==> src/rtl/tmds_decoder.sv <==
// TMDS channel decoder: two-stage pipeline with control-token word alignment.
// Hunts for a run of control tokens, requests bitslips while misaligned, and drops lock after a long token-free gap.
module tmds_decoder #(
    parameter int unsigned TOKEN_RUN  = 8,
    parameter int unsigned SEARCH_WIN = 2048,
    parameter int unsigned SLIP_WAIT  = 16,
    parameter int unsigned LOCK_WIN   = 4096
) (
    input  logic       sys_clk,
    input  logic       sys_rst_n,
    input  logic [9:0] tmds_data_in,
    output logic       bitslip,
    output logic       aligned,
    output logic       de,
    output logic       c0,
    output logic       c1,
    output logic [7:0] data_out
);

    localparam int unsigned RUN_W  = (TOKEN_RUN  > 1) ? $clog2(TOKEN_RUN)  : 1;
    localparam int unsigned WIN_W  = (SEARCH_WIN > 1) ? $clog2(SEARCH_WIN) : 1;
    localparam int unsigned WAIT_W = (SLIP_WAIT  > 1) ? $clog2(SLIP_WAIT)  : 1;
    localparam int unsigned GAP_W  = (LOCK_WIN   > 1) ? $clog2(LOCK_WIN)   : 1;

    localparam logic [RUN_W-1:0]  RUN_LAST  = RUN_W'(TOKEN_RUN - 1);
    localparam logic [WIN_W-1:0]  WIN_LAST  = WIN_W'(SEARCH_WIN - 1);
    localparam logic [WAIT_W-1:0] WAIT_LAST = WAIT_W'(SLIP_WAIT - 1);
    localparam logic [GAP_W-1:0]  GAP_LAST  = GAP_W'(LOCK_WIN - 1);

    typedef enum logic [1:0] {
        SEARCH,
        SLIP,
        WAIT,
        LOCKED
    } state_t;

    state_t            state;
    logic [1:0]        rst_sync;
    logic              rst_n_int;
    logic [9:0]        s1_word;
    logic              tok_hit;
    logic [1:0]        tok_c;
    logic [RUN_W-1:0]  run_cnt;
    logic [WIN_W-1:0]  win_cnt;
    logic [WAIT_W-1:0] wait_cnt;
    logic [GAP_W-1:0]  gap_cnt;

    // Assertion is immediate; release reaches the rest of the logic two edges later.
    always_ff @(posedge sys_clk or negedge sys_rst_n) begin
        if (!sys_rst_n) begin
            rst_sync <= '0;
        end else begin
            rst_sync <= {rst_sync[0], 1'b1};
        end
    end

    assign rst_n_int = rst_sync[1];

    function automatic logic [7:0] tmds_decode(input logic [9:0] w);
        logic [7:0] d;
        logic [7:0] q;
        d    = w[9] ? ~w[7:0] : w[7:0];
        q    = '0;
        q[0] = d[0];
        for (int unsigned i = 1; i < 8; i++) begin
            q[i] = w[8] ? (d[i] ^ d[i-1]) : ~(d[i] ^ d[i-1]);
        end
        return q;
    endfunction

    always_comb begin
        tok_hit = 1'b1;
        tok_c   = 2'b00;
        case (s1_word)
            10'b1101010100: tok_c = 2'b00;
            10'b0010101011: tok_c = 2'b01;
            10'b0101010100: tok_c = 2'b10;
            10'b1010101011: tok_c = 2'b11;
            default:        tok_hit = 1'b0;
        endcase
    end

    always_ff @(posedge sys_clk or negedge rst_n_int) begin
        if (!rst_n_int) begin
            s1_word <= '0;
        end else begin
            s1_word <= tmds_data_in;
        end
    end

    always_ff @(posedge sys_clk or negedge rst_n_int) begin
        if (!rst_n_int) begin
            state    <= SEARCH;
            run_cnt  <= '0;
            win_cnt  <= '0;
            wait_cnt <= '0;
            gap_cnt  <= '0;
            bitslip  <= 1'b0;
            aligned  <= 1'b0;
            de       <= 1'b0;
            c0       <= 1'b0;
            c1       <= 1'b0;
            data_out <= '0;
        end else begin
            // Output stage decodes the stage-1 word under the lock state it arrived in.
            if (state == LOCKED) begin
                if (tok_hit) begin
                    de       <= 1'b0;
                    data_out <= '0;
                    c1       <= tok_c[1];
                    c0       <= tok_c[0];
                end else begin
                    de       <= 1'b1;
                    data_out <= tmds_decode(s1_word);
                end
            end else begin
                de       <= 1'b0;
                data_out <= '0;
                c1       <= 1'b0;
                c0       <= 1'b0;
            end

            bitslip <= 1'b0;
            case (state)
                SEARCH: begin
                    if (tok_hit && run_cnt == RUN_LAST) begin
                        state   <= LOCKED;
                        aligned <= 1'b1;
                        run_cnt <= '0;
                        win_cnt <= '0;
                        gap_cnt <= '0;
                    end else if (win_cnt == WIN_LAST) begin
                        state   <= SLIP;
                        bitslip <= 1'b1;
                        run_cnt <= '0;
                        win_cnt <= '0;
                    end else begin
                        run_cnt <= tok_hit ? run_cnt + 1'b1 : '0;
                        win_cnt <= win_cnt + 1'b1;
                    end
                end
                SLIP: begin
                    state    <= WAIT;
                    wait_cnt <= '0;
                end
                WAIT: begin
                    if (wait_cnt == WAIT_LAST) begin
                        state   <= SEARCH;
                        run_cnt <= '0;
                        win_cnt <= '0;
                    end else begin
                        wait_cnt <= wait_cnt + 1'b1;
                    end
                end
                LOCKED: begin
                    if (tok_hit) begin
                        gap_cnt <= '0;
                    end else if (gap_cnt == GAP_LAST) begin
                        state   <= SEARCH;
                        aligned <= 1'b0;
                        gap_cnt <= '0;
                        run_cnt <= '0;
                        win_cnt <= '0;
                    end else begin
                        gap_cnt <= gap_cnt + 1'b1;
                    end
                end
                default: state <= SEARCH;
            endcase
        end
    end

endmodule
==> config.mk <==
export PLATFORM = sky130hd
export DESIGN_NAME = tmds_decoder
export DESIGN_NICKNAME = d
export VERILOG_FILES = /design/src/rtl/tmds_decoder.sv
export SDC_FILE = /design/constraint.sdc
export NUM_CORES = 1
export LEC_CHECK = 0
export CAP_MARGIN = 15
export CORE_ASPECT_RATIO = 0.75
export CORE_MARGIN = 3
export CORE_UTILIZATION = 36
export CTS_BUF_LIST = sky130_fd_sc_hd__clkbuf_16
export DETAILED_ROUTE_END_ITERATION = 7
export SETUP_SLACK_MARGIN = 0.2
export SYNTH_ARGS = -nofsm -noshare
export SYNTH_HDL_FRONTEND = slang
export SYNTH_SLANG_ARGS = --single-unit
==> constraint.sdc <==
create_clock -name sys_clk -period 3.09 [get_ports sys_clk]
set_input_delay 0.618 -clock sys_clk [delete_from_list [all_inputs] [get_ports sys_clk]]
set_output_delay 0.618 -clock sys_clk [all_outputs]
set_load 0.1 [all_outputs]
==> metrics.txt, run 1 <==
Final Cycle Share=80.60%; synthesis-stage register bit count=57; worst IR drop on VDD=0.2676 mV; post-CTS setup buffer count=0; post-synthesis compound-gate area fraction=13.81%; Port Buf Inserts=24; CTS Buf Count=9; nets=336; htree depth=3; pre-CTS setup slack=0.6003 ns; XOR/XNOR share of the synthesized area=4.573%; RR Endpoint=win_cnt[4]; # setup viols final=0; Syn Area/Cell=10.52 µm²; Root Buffer=clkbuf_16; Sequential Power Share=43.7%; switching power=0.3640 mW; worst hold-check path type=reg2async; Max Freq=0.4015 GHz; ys flop type=dfrtp_1; slowest stage delay, CP=0.58 ns; Startpoint Class=register; Top Ports=25; first-pass GRT wire length=9.487 mm; number of hold buffers added after CTS=0; worst rel slew slack=61.56%; Worst Path Arrival=2.75 ns; initial core utilization=38.13%; gr ovfl total=0; setup ws final=0.5993 ns; Top delay family on crit path=simple AND/OR/NAND/NOR gates; R2R Setup Slk=0.60 ns; GPL Wtd Cong=0.7869; CTS tree=done; Final Hold Viols=0; Crit path depth=7; Post-synth EDFFs=0; Clock Path Buffers=2; antenna cells=0; largest family of logic cells by synthesized area=simple AND/OR/NAND/NOR gates; routed len/inst=13.13 µm; Detailed Place HPWL=4.035 mm; Clock Sinks=57; Period minus WS final=2.491 ns; sequential share of the synthesized area=49.65%; number of core rows=27; WP buf/inv=0; Power Density=507.7 nW/µm²; Crit Path Class=reg2reg; clock power share=53.2%; Pint=1.401 mW; die width=109.2 µm; Setup TNS Final=0 ns; antenna violations before repair=0; mux cell area share after synthesis=1.568%; CTS-repair resized insts=0; combinational share of power=3.1%; required time worst endpoint=3.35 ns; MaxCap Viol Count=0; Area Growth Syn to Fin=20.99%; CP endpoint kind=register; distinct cell type count after synthesis=48; clock skew=0.006117 ns; Post-Synth Adder-Cell Area=7.840%; drt initial violations=58; Synth Area in Simple Gates=18.34%; vias=2047; DRC viols=0; ANT nets after route=0; share of cells above drive strength 1=15.43%; worst-path maximum fanout=20; worst r2r src=gap_cnt[1]; Chip Height=83.36 µm; crit path launch=gap_cnt[1]; Tot GR Track Use=13.45%; number of global-route vias before repair=2000; synthesized instance count=273; measured slew at the worst slew-check pin=0.5766 ns; CP cell instances=ha_1 -> nand4_1 -> nor4_4 -> a31o_2 -> nand3_2 -> or4_1 -> nand3_1; r2r worst-path depth=7; largest net degree at the start of global routing=29; FFs w/ async S/R, synth=100.0%; Crit-path slowest cell=or4_1; filler cell count in the final layout=703; worst skew pair latency=0.32 ns; status=complete, no violations; unrepaired setup endpoints after global routing=false; final wirelength=5.411 mm; switching portion of total power=20.62%; leakage power=1.589 nW; vias per cell=4.968; synth warn=0; mapped cell area=2873 µm²; area of the die=9099 µm²; clk slew on worst S/H paths=0.05 ns; final slew viol count=0; crit path to=win_cnt[4]; first drt pass iteration count=4; CORE AREA=7533 µm²; Post-Syn Nets=303
cell usage after synthesis (2+ instances only):
cell type | number | area share [%]
a211oi_1 | 4 | 1.0
a21o_1 | 4 | 1.0
a21oi_1 | 7 | 1.2
a22o_1 | 7 | 2.1
a31oi_1 | 3 | 0.65
a32o_1 | 2 | 0.70
and2_1 | 2 | 0.44
and3_1 | 3 | 0.65
and3_4 | 2 | 0.78
and4_1 | 2 | 0.61
buf_6 | 3 | 1.2
dfrtp_1 | 57 | 50
ha_1 | 18 | 7.8
inv_1 | 20 | 2.6
mux2_2 | 4 | 1.6
nand2_1 | 18 | 2.4
nand3_1 | 20 | 3.5
nand4_1 | 3 | 0.65
nand4b_1 | 2 | 0.61
nor2_1 | 29 | 3.8
nor2b_1 | 2 | 0.44
nor3_1 | 2 | 0.35
o21ai_0 | 15 | 2.6
o21ai_1 | 2 | 0.35
o21bai_1 | 2 | 0.52
o31ai_1 | 2 | 0.52
o41ai_1 | 3 | 0.91
or3_1 | 2 | 0.44
xnor2_1 | 14 | 4.3
stage by stage:
| stage | total power, mW | instance area (µm²) | cells | hold slack, ns | util (%) |
|---|---|---|---|---|---|
| floorplan | 0.8151 | 2873 | 273 | 0.3224 | - |
| global placement | 0.8406 | 3188 | 396 | 0.2901 | 42.32 |
| detailed placement | 0.8408 | 3188 | 396 | 0.2941 | 42.32 |
| CTS | 1.786 | 3476 | 412 | 0.2952 | 46.14 |
| global route | 1.835 | 3476 | 412 | 0.3388 | 46.14 |
| finish | 1.765 | 3476 | 412 | 0.2698 | 46.14 |
layout by cell type, fill, tap and decap left out, types with 2 or more instances in the layout:
master	n
clkinvlp_4	2
nor3_1	2
xnor2_1	14
nor2b_1	2
and3_4	2
nand4b_1	2
or3_1	2
inv_1	21
o21ai_0	15
and2_1	2
ha_1	18
a22o_1	7
o41ai_1	3
a31oi_1	3
clkdlybuf4s50_1	11
clkinv_2	2
o31ai_1	2
a21oi_1	7
a32o_1	2
nand3_1	20
dfrtp_1	56
buf_4	16
and4_1	2
mux2_2	4
a21o_1	4
nor2_1	29
nand2_1	18
and3_1	3
clkbuf_16	9
o21bai_1	2
a211oi_1	4
nand4_1	3
o21ai_1	2
state kept, by name, summed over array words and instances (netlist names):
signal    flops
gap_cnt      12
win_cnt      11
s1_word      10
data_out      8
wait_cnt      4
run_cnt       3
rst_sync      2
state         2
aligned       1
bitslip       1
c0            1
c1            1
de            1
power groups by stage:
stage          logic (mW)  registers [mW]  clock network (mW)
2_1_floorplan      0.0314           0.784                   0
3_3_place_gp       0.0566           0.784                   0
3_5_place_dp       0.0564           0.784                   0
4_1_cts            0.0567           0.772               0.958
5_1_grt            0.0622           0.774                1.00
6_report           0.0552           0.771               0.938
area by class of cell:
cell class | count | area [µm²] | share of cell area (%)
clock buffers | 9 | 225.2 | 6.479
clock inverters | 7 | 62.56 | 1.800
inverters | 20 | 75.07 | 2.160
multi-input cells | 191 | 1329 | 38.23
flip-flops and latches | 57 | 1428 | 41.07
well taps | 101 | 126.4 | 3.636
repair buffers | 27 | 230.2 | 6.623
how the worst min path moves through the flow:
stage,slack [ns],from,cells after the start,endpoint
final,0.27,rst_sync[1],0,state[1]
after global placement,0.29,rst_sync[1],0,s1_word[9]
after detailed placement,0.29,rst_sync[1],0,state[0]
after CTS,0.30,rst_sync[1],0,state[1]
after global routing,0.34,rst_sync[1],0,state[1]
after floorplan,0.32,sys_rst_n,0,rst_sync[0]
metal layers:
metal | vias up | wire (µm) | global-route usage [%]
li1 | 1026 | - | -
met1 | 982 | 2821 | 19.15
met2 | 29 | 2301 | 18.23
met3 | 10 | 196 | 4.196
met4 | 0 | 92 | 6.537
met5 | - | 0 | 0
cells by family after synthesis:
group           count (synthesis)
simple gates                   97
mux                             4
flops                          57
xor+xnor                       15
buf+inv                        25
fa+ha+maj                      18
other cells                     1
compound gates                 56
worst reg2reg max path, stage by stage, from the launching register on:
cell and delay (ns):
dfrtp_1 0.39, ha_1 0.26, nand4_1 0.25, nor4_4 0.31, a31o_2 0.23, nand3_2 0.31, or4_1 0.58, nand3_1 0.09
Power figures use the tool's default switching activity.
==> inputs of run 2 (changes only) <==
Clock period 3.09 ns to 2.4 ns, I/O delays scaled along.
==> run 2 against run 1 <==
  * Flip-flop and latch count unchanged
  * Clock power increased by 26%
  * Non-clock buffer count increased by 11
  * Register-to-register slack got worse by 0.39 ns
==> metrics.txt, run 2 (synthesis results as in run 1) <==
clock power share=52.4% (-0.8 points); CP endpoint kind=register; GPL Wtd Cong=0.7836 (-0.42%); Worst Path Arrival=2.45 ns (-0.30 ns); final slew viol count=0 (unchanged); # setup viols final=0 (unchanged); status=complete, no violations; drt initial violations=115 (+98%); CORE AREA=7533 µm² (unchanged); worst skew pair latency=0.32 ns (about the same); switching portion of total power=19.94% (-0.69 points); Top Ports=25 (unchanged); initial core utilization=38.13% (unchanged); Period minus WS final=2.195 ns (-0.2958 ns); Startpoint Class=register; Final Hold Viols=0 (unchanged); ANT nets after route=0 (unchanged); Crit Path Class=reg2reg; first-pass GRT wire length=9.770 mm (+3.0%); unrepaired setup endpoints after global routing=true; multi-input combinational cell area=1414 µm² (+6.4%); worst-path maximum fanout=6 (-70%); gr ovfl total=0 (unchanged); combinational share of power=3.4% (+0.3 points); MaxCap Viol Count=0 (unchanged); share of cells above drive strength 1=20.74% (+5.3 points); Detailed Place HPWL=4.073 mm (+0.95%); switching power=0.4471 mW (+23%); max FFs per register=12 (unchanged); Port Buf Inserts=24 (unchanged); final instance area=3646 µm² (+4.9%); nets=348 (+3.6%); Final Hold Slack=0.2313 ns (-0.03840 ns); CTS tree=done; Sequential Power Share=44.2% (+0.5 points); first drt pass iteration count=4 (unchanged); Max Freq=0.4556 GHz (+13%); routed len/inst=13.71 µm (+4.4%); clk slew on worst S/H paths=0.05 ns (about the same); Chip Height=83.36 µm (unchanged); Reg area=1428 µm² (unchanged); final wirelength=5.813 mm (+7.4%); die width=109.2 µm (unchanged); Clock Sinks=57 (unchanged); number of hold buffers added after CTS=0 (unchanged); Clock Path Buffers=2 (unchanged); Largest Register=gap_cnt; Layout Cells excl Fill=424 (+2.9%); filler cell count in the final layout=701 (-0.28%); vias=2114 (+3.3%); leakage power=1.682 nW (+5.9%); Setup TNS Final=0 ns (unchanged); DRC viols=0 (unchanged); worst IR drop on VDD=0.4005 mV (+50%); largest net degree at the start of global routing=25 (-14%); antenna violations before repair=0 (unchanged); Pint=1.796 mW (+28%); Power Density=615.1 nW/µm² (+21%); Tot GR Track Use=13.92% (+0.48 points); dpl cells=402 (+1.5%); antenna cells=0 (unchanged); Final Cycle Share=91.45% (+11 points); worst hold-check path type=reg2async; number of global-route vias before repair=1987 (-0.65%); Largest regs=gap_cnt (12), win_cnt (11), s1_word (10); CTS Buf Count=9 (unchanged); htree depth=3 (unchanged); area of the die=9099 µm² (unchanged); most frequent cells in the layout=dfrtp_1 (56), nor2_1 (28), buf_4 (24), inv_1 (22), nand3_1 (19); clock skew=0.006097 ns (-0.00001990 ns); number of core rows=27 (unchanged); required time worst endpoint=2.66 ns (-0.69 ns); Placed Area=3233 µm² (+1.4%); Root Buffer=clkbuf_16; Area Growth Syn to Fin=26.92%; vias per cell=4.986 (+0.35%); commonest non-fill, non-tap cell in the layout=dfrtp_1
run 2: changes by cell type in the layout (fill, tap and decap cells not counted), sizes merged:
cell / before / now
nor2: 30 / 31
inv: 21 / 22
clkinvlp: 2 / 0
clkinv: 3 / 4
buf: 16 / 27
run 2: layout make-up:
class | instances | share of cell area [%]
inverter | 20 | 2.059
clock inverter | 7 | 1.476
timing repair buffer | 38 | 8.888
clock buffer | 9 | 6.177
multi-input combinational | 192 | 38.78
sequential | 57 | 39.16
tap | 101 | 3.466
run 2: power groups by stage:
stage	logic, mW	clock network (mW)	registers, mW
floorplan	0.0404	0	1.01
global route	0.0863	1.26	0.993
CTS	0.0776	1.20	0.991
detailed placement	0.0770	0	1.01
finish	0.0758	1.18	0.991
global placement	0.0764	0	1.01
run 2: routing by layer:
layer / global-route usage (%) / wire length, µm / part of all wire (%)
met5: 0 / 0 / 0
met4: 5.046 / 74 / 1.3
met3: 5.128 / 233 / 4.0
met2: 18.84 / 2514 / 43
met1: 20.11 / 2991 / 51
run 2: final timing paths:
path,start,endpoint,slack (ns),depth (start not counted)
max in group asynchronous,rst_sync[1],bitslip,1.53,1
min in group sys_clk,rst_sync[0],rst_sync[1],0.35,0
min,rst_sync[1],s1_word[9],0.23,0
max,gap_cnt[1],win_cnt[4],0.21,7
min reg2reg,rst_sync[1],s1_word[9],0.23,0
max reg2reg,gap_cnt[1],win_cnt[4],0.21,7
run 2: critical path: stages, from the launching register on:
cell and delay (ns):
dfrtp_1 0.43, ha_4 0.18, nand4_1 0.21, nor4_4 0.35
a31o_2 0.23, nand3_4 0.13, or4_4 0.51, nand3_2 0.09
run 2: stage by stage:
stage	power (mW)	utilization (%)	worst slack, ns
final	2.243	48.40	0.2051
after global routing	2.339	48.40	0.06297
after CTS	2.274	46.72	0.2083
after detailed placement	1.084	42.92	0.1098
after global placement	1.083	42.92	0.1765
after floorplan	1.049	-	0.3790
run 2: timing repair:
| action | 4_1_cts | 5_1_grt |
|---|---|---|
| endpoints found under the setup margin | 12 | 24 |
| pin swaps | 0 | 9 |
| buffers inserted | 0 | 5 |
| gates cloned | 0 | 1 |
| endpoints found under the hold margin | 0 | 0 |
| gates resized for setup | 1 | 20 |
